$ cat config.mk
export PLATFORM = sky130hd
export DESIGN_NAME = uart_cmd_rx
export DESIGN_NICKNAME = d
export VERILOG_FILES = /design/src/rtl/uart_cmd_rx.sv
export SDC_FILE = /design/constraint.sdc
export NUM_CORES = 1
export LEC_CHECK = 0
export ABC_AREA = 1
export BUFFER_PORTS_ARGS = -buffer_cell sky130_fd_sc_hd__buf_4
export CORE_MARGIN = 2
export CORE_UTILIZATION = 60
export CTS_CLUSTER_DIAMETER = 40
export DETAILED_ROUTE_END_ITERATION = 8
export PLACE_DENSITY = 0.91
export SYNTH_ARGS = -nofsm -noshare
export SYNTH_HDL_FRONTEND = slang
export SYNTH_SLANG_ARGS = --single-unit
export TNS_END_PERCENT = 5
$ cat constraint.sdc
create_clock -name clk -period 5 [get_ports clk]
set_input_delay 0.75 -clock clk [delete_from_list [all_inputs] [get_ports clk]]
set_output_delay 0.75 -clock clk [all_outputs]
set_load 0.01 [all_outputs]
$ cat src/rtl/uart_cmd_rx.sv
// 8N1 serial command receiver: deserializes bytes from RX, holds them behind a
// rdy/clr_rdy handshake, flags framing/overrun errors and decodes go/stop bytes.
module uart_cmd_rx #(
  parameter int         BAUD_DIV = 2604,
  parameter logic [7:0] CMD_GO   = 8'h67,
  parameter logic [7:0] CMD_STOP = 8'h73
) (
  input  logic       clk,
  input  logic       rst,
  input  logic       RX,
  input  logic       clr_rdy,
  output logic [7:0] rx_data,
  output logic       rdy,
  output logic       frm_err,
  output logic       ovr,
  output logic       cmd_go,
  output logic       cmd_stop
);

  localparam int               CNT_W    = $clog2(BAUD_DIV + 1);
  localparam logic [CNT_W-1:0] FULL_RLD = CNT_W'(BAUD_DIV - 1);
  localparam logic [CNT_W-1:0] HALF_RLD = CNT_W'(BAUD_DIV / 2 - 1);

  typedef enum logic [2:0] {IDLE, START, DATA, STOP, BRK} state_t;

  state_t           state_q, state_d;
  logic [CNT_W-1:0] cnt_q, cnt_d;
  logic [2:0]       idx_q, idx_d;
  logic [7:0]       shift_q, shift_d;
  logic [7:0]       rx_data_q, rx_data_d;
  logic             rx_meta_q, rx_s_q;
  logic             rdy_q, rdy_d;
  logic             pend_q, pend_d;
  logic             ovr_q, ovr_d;
  logic             frm_q, frm_d;
  logic             go_q, go_d;
  logic             stop_q, stop_d;
  logic             expire, good, start_ok;

  assign expire = (cnt_q == '0);

  always_comb begin
    state_d   = state_q;
    cnt_d     = expire ? cnt_q : cnt_q - CNT_W'(1);
    idx_d     = idx_q;
    shift_d   = shift_q;
    rx_data_d = rx_data_q;
    good      = 1'b0;
    start_ok  = 1'b0;
    frm_d     = 1'b0;
    case (state_q)
      IDLE: begin
        if (!rx_s_q) begin
          state_d = START;
          cnt_d   = HALF_RLD;
        end
      end
      START: begin
        if (expire) begin
          if (!rx_s_q) begin
            state_d  = DATA;
            cnt_d    = FULL_RLD;
            idx_d    = 3'd0;
            start_ok = 1'b1;
          end else begin
            state_d = IDLE;
          end
        end
      end
      DATA: begin
        if (expire) begin
          shift_d = {rx_s_q, shift_q[7:1]};
          cnt_d   = FULL_RLD;
          idx_d   = idx_q + 3'd1;
          if (idx_q == 3'd7) state_d = STOP;
        end
      end
      STOP: begin
        if (expire) begin
          if (rx_s_q) begin
            good      = 1'b1;
            rx_data_d = shift_q;
            state_d   = IDLE;
          end else begin
            frm_d   = 1'b1;
            state_d = BRK;
          end
        end
      end
      BRK: begin
        if (rx_s_q) state_d = IDLE;
      end
      default: state_d = IDLE;
    endcase

    // pend tracks "byte not yet acknowledged"; unlike rdy it survives the
    // clear at start-bit validation, so an unread byte can still be flagged.
    rdy_d = rdy_q;
    if (clr_rdy || start_ok) rdy_d = 1'b0;
    if (good) rdy_d = 1'b1;
    pend_d = pend_q;
    if (clr_rdy) pend_d = 1'b0;
    if (good) pend_d = 1'b1;
    ovr_d = ovr_q;
    if (clr_rdy) ovr_d = 1'b0;
    if (good && pend_q) ovr_d = 1'b1;
    go_d   = good && (shift_q == CMD_GO);
    stop_d = good && (shift_q == CMD_STOP);
  end

  always_ff @(posedge clk or posedge rst) begin
    if (rst) begin
      rx_meta_q <= 1'b1;
      rx_s_q    <= 1'b1;
      state_q   <= IDLE;
      cnt_q     <= '0;
      idx_q     <= 3'd0;
      rx_data_q <= 8'h00;
      rdy_q     <= 1'b0;
      pend_q    <= 1'b0;
      ovr_q     <= 1'b0;
      frm_q     <= 1'b0;
      go_q      <= 1'b0;
      stop_q    <= 1'b0;
    end else begin
      rx_meta_q <= RX;
      rx_s_q    <= rx_meta_q;
      state_q   <= state_d;
      cnt_q     <= cnt_d;
      idx_q     <= idx_d;
      rx_data_q <= rx_data_d;
      rdy_q     <= rdy_d;
      pend_q    <= pend_d;
      ovr_q     <= ovr_d;
      frm_q     <= frm_d;
      go_q      <= go_d;
      stop_q    <= stop_d;
    end
  end

  always_ff @(posedge clk) begin
    shift_q <= shift_d;
  end

  assign rx_data  = rx_data_q;
  assign rdy      = rdy_q;
  assign frm_err  = frm_q;
  assign ovr      = ovr_q;
  assign cmd_go   = go_q;
  assign cmd_stop = stop_q;

endmodule

==> summary.md, run 1 <==
| Metric | Value |
|---|---|
| Die Y | about 63 microns |
| Core Box Area | between 3000 and 4000 sq um |
| Max-cap violation count | 0 |
| Gate power share | 0.018 |
| Vias | roughly 1,600 |
| Pins Over Slew Limit | 0 |
| Top post-synthesis cells by count | 57 x nand2_1, 34 x inv_1, 32 x dfrtp_1 |
| I/O Pins | 17 |
| Total Wirelength | about 4200 microns |
| Worst Max-Slew Pin Slew | approximately 0.72 ns |
| HP Class | reg2reg |
| Largest stage delay, worst path | 0.58 ns |
| Setup-failing EPs final | 0 |
| Post-synthesis cell type count | 33 |
| Post-synthesis adder-cell area fraction | 0.02982 |
| First-pass GRT wire length | 7134 microns |
| Outcome | completed |
| Pin count of the biggest net entering global routing | 35 |
| Hold Violations, Final | 0 |
| Critical-path top delay cell | nor2_1 |
| EDFF count, synth | 8 |
| Leading area contributor after synthesis | dfrtp_1 |
| Worst hold path startpoint | rx_meta_q$_DFF_PP1_ |
| Synth Area per Inst | roughly 8.8 sq um |
| Crit path launch type | flop |
| Critical Path RT | about 5 ns |
| Antenna violations before repair | 0 |
| P_leak | about 0.0012 uW |
| Count of state elements after synthesis | 42 |
| Cell Pwr Density | approximately 250 nW/um^2 |
| Synth Area in XOR/XNOR | 0.01252 |
| Int Power | between 400 and 500 uW |
| Share of cells above drive strength 1 | 0.1923 |
| Drt first pass iters | 4 |
| Post-synth ARST share | 0.8095 |
| Crit. Startpoint | cnt_q[0]$_DFF_PP0_ |
| Reg2reg path depth | 6 |
| Sw power | 121.1 uW |
| Max FO, Critical Path | 15 |
| Top-area cell type share of the netlist area | 0.3816 |
| Period utilization | 0.4148 |
| Gate Count Post-Synth | ~240 |
| FMAX | approximately 480 MHz |
| RSZ-0062 raised after global routing | no |
| Wirelength per Cell | roughly 14 microns |
| R2R Setup Slk | approximately 2.9 ns |
| Crit path DAT | 2.07 ns |
| Most common cell in the netlist | nand2_1 |
| Syn-to-layout area delta | 11.27% |
| Tot GR Track Use | 0.2363 |
| Final nets | around 270 |
| CP top delay family | simple AND/OR/NAND/NOR gates |
| Setup ws final | approximately 2.9 ns |
| # fillers | 250 |
| Grt ovf | 0 |
| Worst r2r src | cnt_q[0]$_DFF_PP0_ |
| DRT iter0 DRCs | between 100 and 150 |
| CP Buf/Inv Count | 1 |
| Worst Hold Path Cells | 0 |
| Total power | around 580 uW |
| Area contributors post-synth | dfrtp_1 38%, edfxtp_1 11%, nand2_1 10%, inv_1 6.1%, nor2_1 4.1% |
| Root buffer cell | clkbuf_4 |
| Clk pwr share | 0.377 |
| Fraction of the mapped netlist area in simple logic gates | 0.2701 |
| GP Congestion | ~0.87 |
| CTS Buf Count | 5 |
| Die X | between 60 and 70 microns |
| Postcts setup bufs | 0 |
| Htree depth | 2 |
| CTS resizes | 0 |
| Crit Path Class | reg2reg |
| Register Area | 1094 sq um |
| CTS tree | built |
| Port bufs | 16 |
| CP Cell Sequence | inv_1 > ha_1 > nand2_1 > nor2_4 > nand2_4 > nor2_1 |
| Most common flop cell mapped by yosys | dfrtp_1 |
| Netlist Area Pre-Place | around 2100 sq um |
| CTS Buffer Depth | 2 |
| Row count | 21 |
| # clock sinks | 42 |
| Synth Area in Compound Gates | 0.08766 |
| Max transition margin | 0.5185 |
| Drt drc | 0 |
| Starting Density | 0.6288 |
| Max IR drop VDD | 0.1968 mV |
| Worst skew pair latency | about 0.36 ns |
| Hold Path Sink | rx_s_q$_DFF_PP1_ |
| Tmin final | ~2.1 ns |
| CTS Hold Bufs | 0 |
| Sequential power share | 0.605 |
| Post-route setup TNS | 0 ns |
| Final ANT Viol Nets | 0 |
| Setup WS pre-CTS | roughly 2.9 ns |
| Clk_skew | between 0.01 and 0.015 ns |
| Multi-input gate area | ~840 sq um |
| Number of global-route vias before repair | 1,615 |
| Seq/Total Area, Yosys | 0.5212 |
| Worst reg2reg endpoint | shift_q[6]$_DFFE_PP_ |
| Diode count | 0 |
| Mapped Nets | 247 |
| Worst setup EP type | flop |
| Largest family of logic cells by synthesized area | simple AND/OR/NAND/NOR gates |
| Post-synthesis mux area share | 0 |
| Die ar. | roughly 4000 sq um |
| Synth warnings | 0 |
| DP HPWL | 3055 microns |
| Net Sw Frac | 0.2094 |
| Via density | ~5.4 |
| Clock-pin slew on the worst setup and hold paths | 0.12 ns |
| Fin Hold WS | about 0.36 ns |
[layer usage]
layer | global-route usage | wire (microns)
met1 | 0.2933 | 1846
met2 | 0.3750 | 2026
met3 | 0.07857 | 195
met4 | 0.1083 | 102
met5 | 0 | 0
[cell usage in the layout, fill, tap and decap left out, types with 4 or more instances in the layout]
cell type / netlist / routed
nand2_1: 57 / 57
inv_1: 34 / 34
dfrtp_1: 32 / 32
nor2_1: 23 / 23
buf_4: 0 / 17
nand3_1: 16 / 16
o21ai_0: 13 / 13
edfxtp_1: 8 / 8
o21ai_2: 6 / 6
nand4_1: 6 / 6
ha_1: 5 / 5
clkbuf_4: 0 / 5
nor2_2: 4 / 4
a21oi_1: 4 / 4
[sequential cells by signal, indices dropped and copies added, names as in the netlist]
signal / count
cnt_q: 12
idx_q: 3
state_q: 3
shift_q: 8
cmd_go: 1
frm_err: 1
rx_data: 8
rx_s_q: 1
pend_q: 1
rx_meta_q: 1
rdy: 1
cmd_stop: 1
ovr: 1
[logic make-up after synthesis]
kind of cell | after synthesis
xor gates and xnor gates | 3
DFF | 42
adders and majority gates | 5
AOI/OAI and AO/OA | 29
and+or+nand+nor | 120
buffers and inverters | 39
[per-stage QoR]
stage	instances	util	instance area, sq um
final	306	0.6997	2335
after detailed placement	298	0.6760	2256
after CTS	306	0.6997	2335
after global placement	298	0.6760	2256
after floorplan	238	-	2098
after global routing	306	0.6997	2335
[power groups by stage]
| stage | Sequential (uW) | Clock, uW | Combinational, uW |
|---|---|---|---|
| 2_1_floorplan | 356 | 0 | 6.17 |
| 3_3_place_gp | 357 | 0 | 10.6 |
| 3_5_place_dp | 357 | 0 | 10.7 |
| 4_1_cts | 350 | 221 | 10.8 |
| 5_1_grt | 350 | 237 | 12.2 |
| 6_report | 350 | 218 | 10.4 |
[cell type report]
class	count	area share
Sequential cell	42	0.4684
Tap cell	46	0.02465
Clock inverter	2	0.01608
Clock buffer	6	0.01768
Multi-Input combinational cell	157	0.3596
Inverter	36	0.05895
Timing Repair Buffer	17	0.05466
[worst max path at each step]
stage / slack, ns / to / cells past startpoint
floorplan: 3.17 / cnt_q[0]$_DFF_PP0_ / 11
global placement: 3.03 / shift_q[4]$_DFFE_PP_ / 6
detailed placement: 2.95 / shift_q[4]$_DFFE_PP_ / 6
CTS: 2.93 / shift_q[0]$_DFFE_PP_ / 6
global route: 2.79 / shift_q[0]$_DFFE_PP_ / 6
finish: 2.93 / shift_q[6]$_DFFE_PP_ / 6
No activity file was read; power rests on OpenSTA's default activity.
==> inputs of run 2 (changes only) <==
- ABC_AREA: 1 -> 0
- CORE_UTILIZATION: 60 -> 53
- PLACE_DENSITY: 0.91 -> 0.86
- clock period: 5 -> 1.9 ns (I/O delays scaled with it)
==> summary.md, run 2 <==
| Metric | Value |
|---|---|
| Max IR drop VDD | 0.2905 mV (+48%) |
| Diode count | 0 (unchanged) |
| Largest stage delay, worst path | 0.40 ns (-0.18 ns) |
| Clock-pin slew on the worst setup and hold paths | 0.09 ns (-0.03 ns) |
| Most common cell in the netlist | dfrtp_1 |
| Core Box Area | 3633 sq um (+8.9%) |
| Share of cells above drive strength 1 | 0.3514 (+0.1590) |
| DP HPWL | 3385 microns (+11%) |
| Clk pwr share | 0.386 (+0.009) |
| Routed length on met1 | 1921 microns (+4.1%) |
| GP Congestion | 0.9228 (+6.4%) |
| Gate Count Post-Synth | 174 (-27%) |
| Area after DPL | 2352 sq um (+4.3%) |
| Top post-synthesis cells by count | 32 x dfrtp_1, 11 x nor2_1, 10 x nand2_1 |
| Tmin final | 1.949 ns (-0.1247 ns) |
| Port bufs | 16 (unchanged) |
| Number of global-route vias before repair | 1,753 (+8.5%) |
| CTS Hold Bufs | 0 (unchanged) |
| CP Buf/Inv Count | 1 (unchanged) |
| Met3 WL | 273 microns (+40%) |
| Max FO, Critical Path | 3 (-12) |
| Sw power | 360.6 uW (+200%) |
| CP Cell Sequence | nor4_2 > and3_4 > inv_4 > ha_4 > nand2_2 > o31ai_2 > a222oi_1 > o21ai_1 |
| Critical-path top delay cell | dfrtp_1 |
| Hold Violations, Final | 0 (unchanged) |
| Row count | 22 (+4.8%) |
| Grt ovf | 0 (unchanged) |
| Largest reg by FF count | cnt_q |
| Net Sw Frac | 0.2325 (+0.02312) |
| Finished Layout Cells | 270 (-12%) |
| Antenna violations before repair | 0 (unchanged) |
| Largest register FFs | 12 (unchanged) |
| Root buffer cell | clkbuf_8 |
| Most common cell after layout, fill and taps aside | buf_4 |
| Failing checks | setup timing |
| HP Class | in2async |
| CTS tree | built |
| Setup WS pre-CTS | -0.06286 ns (-3.009 ns) |
| Total Wirelength | 4922 microns (+18%) |
| Drt drc | 0 (unchanged) |
| DRT iter0 DRCs | 130 (+17%) |
| Outcome | finished with violations |
| Most common flop cell mapped by yosys | dfrtp_1 |
| Setup ws final | -0.04908 ns (-2.975 ns) |
| Clk_skew | 0.005540 ns (-0.008223 ns) |
| CTS Buf Count | 5 (unchanged) |
| Max-cap violation count | 0 (unchanged) |
| Max transition margin | 0.7066 (+0.1881) |
| Tot GR Track Use | 0.2653 (+0.02900) |
| Die Y | 65.29 microns (+3.4%) |
| Leading area contributor after synthesis | dfrtp_1 |
| Seq/Total Area, Yosys | 0.5493 (+0.02817) |
| Critical Path RT | 2.08 ns (-2.92 ns) |
| CP top delay family | simple AND/OR/NAND/NOR gates |
| First-pass GRT wire length | 8431 microns (+18%) |
| Int Power | 1190 uW (+160%) |
| Worst Max-Slew Pin Slew | 0.4401 ns (-0.2795 ns) |
| Crit path DAT | 2.12 ns (+0.05 ns) |
| Syn-to-layout area delta | 27.59% |
| EDFF count, synth | 8 (unchanged) |
| Area contributors post-synth | dfrtp_1 40%, edfxtp_1 12%, mux2_1 4.5%, ha_1 3.1%, dfstp_2 2.6% |
| Final ANT Viol Nets | 0 (unchanged) |
| Crit Path Class | reg2reg |
| Gate power share | 0.020 (+0.002) |
| Mapped Nets | 183 (-26%) |
| Setup-failing EPs final | 1 (+1) |
| Period utilization | 1.026 (+0.6111) |
| Fin util | 0.6990 (about the same) |
| Cell Pwr Density | 610.6 nW/um^2 (+150%) |
| RSZ-0062 raised after global routing | yes |
| Pins Over Slew Limit | 0 (unchanged) |
| Starting Density | 0.5479 (-0.08093) |
| Die X | 65.29 microns (+3.4%) |
| Synth Area per Inst | 11.44 sq um (+30%) |
| Via density | 6.048 (+13%) |
| Drt first pass iters | 4 (unchanged) |
| Count of state elements after synthesis | 42 (unchanged) |
| Worst skew pair latency | 0.30 ns (-0.06 ns) |
| DR WL met2 | 2637 microns (+30%) |
| Post-synth ARST share | 0.8095 (unchanged) |
| Fin area | 2540 sq um (+8.8%) |
| I/O Pins | 17 (unchanged) |
| P_leak | 0.001143 uW (-4.3%) |
| Inst Count DP | 254 (-15%) |
| Netlist Area Pre-Place | 1991 sq um (-5.1%) |
| Top layer used by detailed routing | met4 |
| Pin count of the biggest net entering global routing | 35 (unchanged) |
| Htree depth | 2 (unchanged) |
| Final nets | 230 (-14%) |
| Vias | 1,633 (-0.49%) |
| Post-route setup TNS | -0.04908 ns (-0.04908 ns) |
| Synth warnings | 0 (unchanged) |
| FMAX | 513.1 MHz (+6.4%) |
| Crit path launch type | flop |
| Worst setup EP type | flop |
| Commonest non-fill, non-tap cells in the layout | 46 x buf_4, 32 x dfrtp_1, 10 x nor2_1, 9 x nand2_1, 9 x a21oi_1 |
| CTS Buffer Depth | 2 (unchanged) |
| # clock sinks | 42 (unchanged) |
| Post-synthesis cell type count | 54 (+64%) |
| Wirelength per Cell | 18.23 microns (+34%) |
| Die ar. | 4262 sq um (+6.9%) |
| Sequential power share | 0.594 (-0.011) |
| Top-area cell type share of the netlist area | 0.4023 (+0.02063) |
[run 2: cell count changes after synthesis, sizes merged, moves of 4 or more]
cell	before	now
nand2	61	10
inv	36	7
nor2	30	13
nand3	18	3
o21ai	20	8
mux2	0	9
a21oi	4	9
nor3b	0	5
clkbuf	0	4
nand4	6	2
nor4	1	5
[run 2: kinds of logic (layout without fill, tap and decap cells)]
logic type,count (synthesis),count (layout),synth area share
DFF,42,42,0.5493
and+or+nand+nor,63,63,0.1936
adders and majority gates,5,5,0.03143
AOI/OAI and AO/OA,35,35,0.1163
muxes,11,11,0.06097
xor gates and xnor gates,4,4,0.01760
buffers and inverters,14,62,0.03079
[run 2: path summary, 6_finish.rpt]
path,end,slack [ns],from,depth (start not counted)
setup / recovery,cnt_q[0]$_DFF_PP0_,-0.05,cnt_q[9]$_DFF_PP0_,8
max in group asynchronous,rx_s_q$_DFF_PP1_,1.49,rst,3
setup reg to reg,cnt_q[0]$_DFF_PP0_,-0.05,cnt_q[9]$_DFF_PP0_,8
hold reg to reg,rx_s_q$_DFF_PP1_,0.36,rx_meta_q$_DFF_PP1_,0
min in group clk,rx_meta_q$_DFF_PP1_,0.09,RX,1
hold / removal,rx_data[6]$_DFFE_PP0P_,0.07,rst,3
[run 2: cell type report]
type                       instances  area (sq um)
clock buffer                       5         68.82
clock inverter                     3         23.77
fill                             264          1094
inverter                           7         28.78
multi-input combinational        118         899.6
sequential                        42          1094
tap                               48         60.06
timing repair buffer              47         365.4
[run 2: timing repair]
item | CTS | global route
pin swaps | 3 | 3
buffers inserted | 5 | 3
endpoints found under the setup margin | 9 | 21
resized for setup | 5 | 2
hold endpoints to repair | 0 | 0
[run 2: per-layer routing]
metal  track usage  vias up
met5             0        -
met4        0.1042        0
met3       0.06336       12
met2        0.4770       74
met1        0.3029      811
li1              -      736
[run 2: worst register-to-register path, stage by stage (launching register included)]
cell,delay (ns)
dfrtp_1,0.40
nor4_2,0.40
and3_4,0.28
inv_4,0.04
ha_4,0.22
nand2_2,0.08
o31ai_2,0.08
a222oi_1,0.22
o21ai_1,0.12
[run 2: power by group through the flow]
stage / sequential, uW / combinational (uW) / clock (uW)
2_1_floorplan: 937 / 21.0 / 0
3_3_place_gp: 939 / 29.9 / 0
3_5_place_dp: 939 / 31.9 / 0
4_1_cts: 921 / 31.9 / 607
5_1_grt: 922 / 35.6 / 644
6_report: 921 / 31.1 / 598
[run 2: through the flow]
stage               power [uW]  hold slack (ns)
finish                    1551          0.07385
global route              1602          0.06847
CTS                       1560          0.07901
detailed placement       971.4           0.3550
global placement         969.1           0.3464
floorplan                957.8           0.2895
==> inputs of run 3 (changes only) <==
- CORE_ASPECT_RATIO: not set -> 1.75
==> summary.md, run 3 (same netlist as run 2, synthesis figures left out) <==
| Metric | Value |
|---|---|
| Share of cells above drive strength 1 | 0.3302 (-0.02112) |
| Diode count | 0 (unchanged) |
| Worst reg2reg endpoint | cnt_q[0]$_DFF_PP0_ |
| Largest reg by FF count | cnt_q |
| Tmin final | 1.993 ns (+0.04370 ns) |
| FMAX | 501.8 MHz (-2.2%) |
| Vias | 1,671 (+2.3%) |
| Wirelength per Cell | 18.90 microns (+3.7%) |
| Setup ws final | -0.09278 ns (-0.04370 ns) |
| Total Wirelength | 4933 microns (+0.22%) |
| R2R Setup Slk | -0.09 ns (-0.04 ns) |
| Clock-pin slew on the worst setup and hold paths | 0.09 ns (about the same) |
| Outcome | finished with violations |
| Critical Path End | cnt_q[0]$_DFF_PP0_ |
| Htree depth | 2 (unchanged) |
| Crit. Startpoint | cnt_q[0]$_DFF_PP0_ |
| First-pass GRT wire length | 7990 microns (-5.2%) |
| I/O Pins | 17 (unchanged) |
| Fin util | 0.6821 (-0.01697) |
| Largest register FFs | 12 (unchanged) |
| Period utilization | 1.049 (+0.02300) |
| Tot GR Track Use | 0.2514 (-0.01392) |
| Pin count of the biggest net entering global routing | 35 (unchanged) |
| Reg2reg path depth | 10 (+2) |
| Crit path DAT | 2.17 ns (+0.05 ns) |
| Worst skew pair latency | 0.31 ns (about the same) |
| CTS tree | built |
| Worst r2r src | cnt_q[0]$_DFF_PP0_ |
| Core Box Area | 3628 sq um (-0.14%) |
| Largest stage delay, worst path | 0.41 ns (about the same) |
| Most common cell after layout, fill and taps aside | buf_4 |
| Pins Over Slew Limit | 0 (unchanged) |
| CP Buf/Inv Count | 2 (+1) |
| Max IR drop VDD | 0.6099 mV (+110%) |
| Drt drc | 0 (unchanged) |
| GP Congestion | 0.9464 (+2.6%) |
| Multi-input gate area | 902.1 sq um (+0.28%) |
| Number of global-route vias before repair | 1,734 (-1.1%) |
| Max FO, Critical Path | 3 (unchanged) |
| HP Class | in2async |
| CP top delay family | simple AND/OR/NAND/NOR gates |
| Drt first pass iters | 4 (unchanged) |
| Worst setup EP type | flop |
| Die Y | 85.07 microns (+30%) |
| Row count | 29 (+32%) |
| Die ar. | 4281 sq um (+0.45%) |
| RSZ-0062 raised after global routing | yes |
| Final ANT Viol Nets | 0 (unchanged) |
| Clk_skew | 0.006389 ns (+0.0008494 ns) |
| Hold Violations, Final | 0 (unchanged) |
| Cell Pwr Density | 627.7 nW/um^2 (+2.8%) |
| CTS Buffer Depth | 2 (unchanged) |
| Register Area | 1094 sq um (unchanged) |
| # fillers | 246 (-6.8%) |
| Fin area | 2475 sq um (-2.6%) |
| Crit path launch type | flop |
| Root buffer cell | clkbuf_8 |
| DP HPWL | 3386 microns (about the same) |
| CP most frequent cell | ha_4 |
| Via density | 6.402 (+5.9%) |
| # clock sinks | 42 (unchanged) |
| CTS Buf Count | 5 (unchanged) |
| Setup-failing EPs final | 2 (+1) |
| Die X | 50.33 microns (-23%) |
| Failing checks | setup timing |
| DRT iter0 DRCs | 94 (-28%) |
| Worst path depth | 10 (+2) |
| Starting Density | 0.5486 (+0.0007557) |
| Antenna violations before repair | 0 (unchanged) |
| CTS Hold Bufs | 0 (unchanged) |
| Grt ovf | 0 (unchanged) |
| Worst Max-Slew Pin Slew | 0.4371 ns (-0.002933 ns) |
| Max-cap violation count | 0 (unchanged) |
| Syn-to-layout area delta | 24.32% |
| Commonest non-fill, non-tap cells in the layout | 40 x buf_4, 32 x dfrtp_1, 10 x nor2_1, 9 x nand2_1, 9 x a21oi_1 |
| CP Cell Sequence | inv_2 > ha_4 > nor3b_4 > and3_4 > inv_4 > ha_4 > nand2_2 > o31ai_2 > a222oi_1 > o21ai_1 |
| Area after DPL | 2315 sq um (-1.6%) |
| Max transition margin | 0.7086 (+0.001956) |
| Crit Path Class | reg2reg |
| Fin Hold WS | 0.07696 ns (+0.003113 ns) |
| P_leak | 0.001104 uW (-3.4%) |
| Final nets | 223 (-3.0%) |
| Port bufs | 16 (unchanged) |
| Critical-path top delay cell | dfrtp_1 |
| Critical Path RT | 2.07 ns (about the same) |
[run 3: changes by cell type in the layout (fill, tap and decap cells not counted), sizes merged]
cell	delta
buf	-7
[run 3: metrics by stage]
step / setup TNS (ns) / setup WS [ns] / cells / power (uW)
floorplan: -0.04217 / -0.04217 / 174 / 957.8
global route: -0.4782 / -0.1493 / 261 / 1605
global placement: 0 / 0.07202 / 249 / 969.9
detailed placement: -0.07666 / -0.07666 / 249 / 971.1
CTS: -0.06535 / -0.05526 / 260 / 1558
finish: -0.1188 / -0.09278 / 261 / 1553
[run 3: worst register-to-register path, cell delays in order (launching register included)]
cell      delay (ns)
dfrtp_1         0.41
inv_2           0.09
ha_4            0.13
nor3b_4         0.23
and3_4          0.24
inv_4           0.04
ha_4            0.21
nand2_2         0.06
o31ai_2         0.06
a222oi_1        0.25
o21ai_1         0.14
[run 3: cell type report]
cell class	count	area share
Inverter	7	0.01163
Sequential cell	42	0.4419
Tap cell	46	0.02326
Clock inverter	3	0.009606
Multi-Input combinational cell	118	0.3645
Clock buffer	5	0.02781
Timing Repair Buffer	40	0.1213
[run 3: what timing repair did]
action                                  in CTS  in global routing
endpoints found under the setup margin       1                 12
pin swaps                                    5                  2
gates resized for setup                      6                  2
setup buffers                                3                  1
[run 3: power by group]
part | leakage [uW] | internal (uW) | total (uW) | switching (uW)
sequential | 0.000504 | 918 | 922 | 3.85
clock | 0.0000408 | 263 | 600 | 338
combinational | 0.000560 | 9.43 | 31.1 | 21.7
[run 3: worst min-delay path by stage]
| stage | from | end |
|---|---|---|
| 2_1_floorplan | RX | rx_meta_q$_DFF_PP1_ |
| 3_3_place_gp | rx_meta_q$_DFF_PP1_ | rx_s_q$_DFF_PP1_ |
| 3_5_place_dp | rx_meta_q$_DFF_PP1_ | rx_s_q$_DFF_PP1_ |
| 4_1_cts | RX | rx_meta_q$_DFF_PP1_ |
| 5_1_grt | RX | rx_meta_q$_DFF_PP1_ |
| 6_report | rst | rx_data[0]$_DFFE_PP0P_ |
[run 3: metal layers]
metal  wire length (microns)  vias up  global-route usage  share of wire
met3                     341       32             0.05106          0.069
li1                        -      725                   -              -
met1                    1686      817              0.2570           0.34
met5                       0        -                   0              0
met2                    2629       97              0.4498           0.53
met4                     275        0              0.1597          0.056
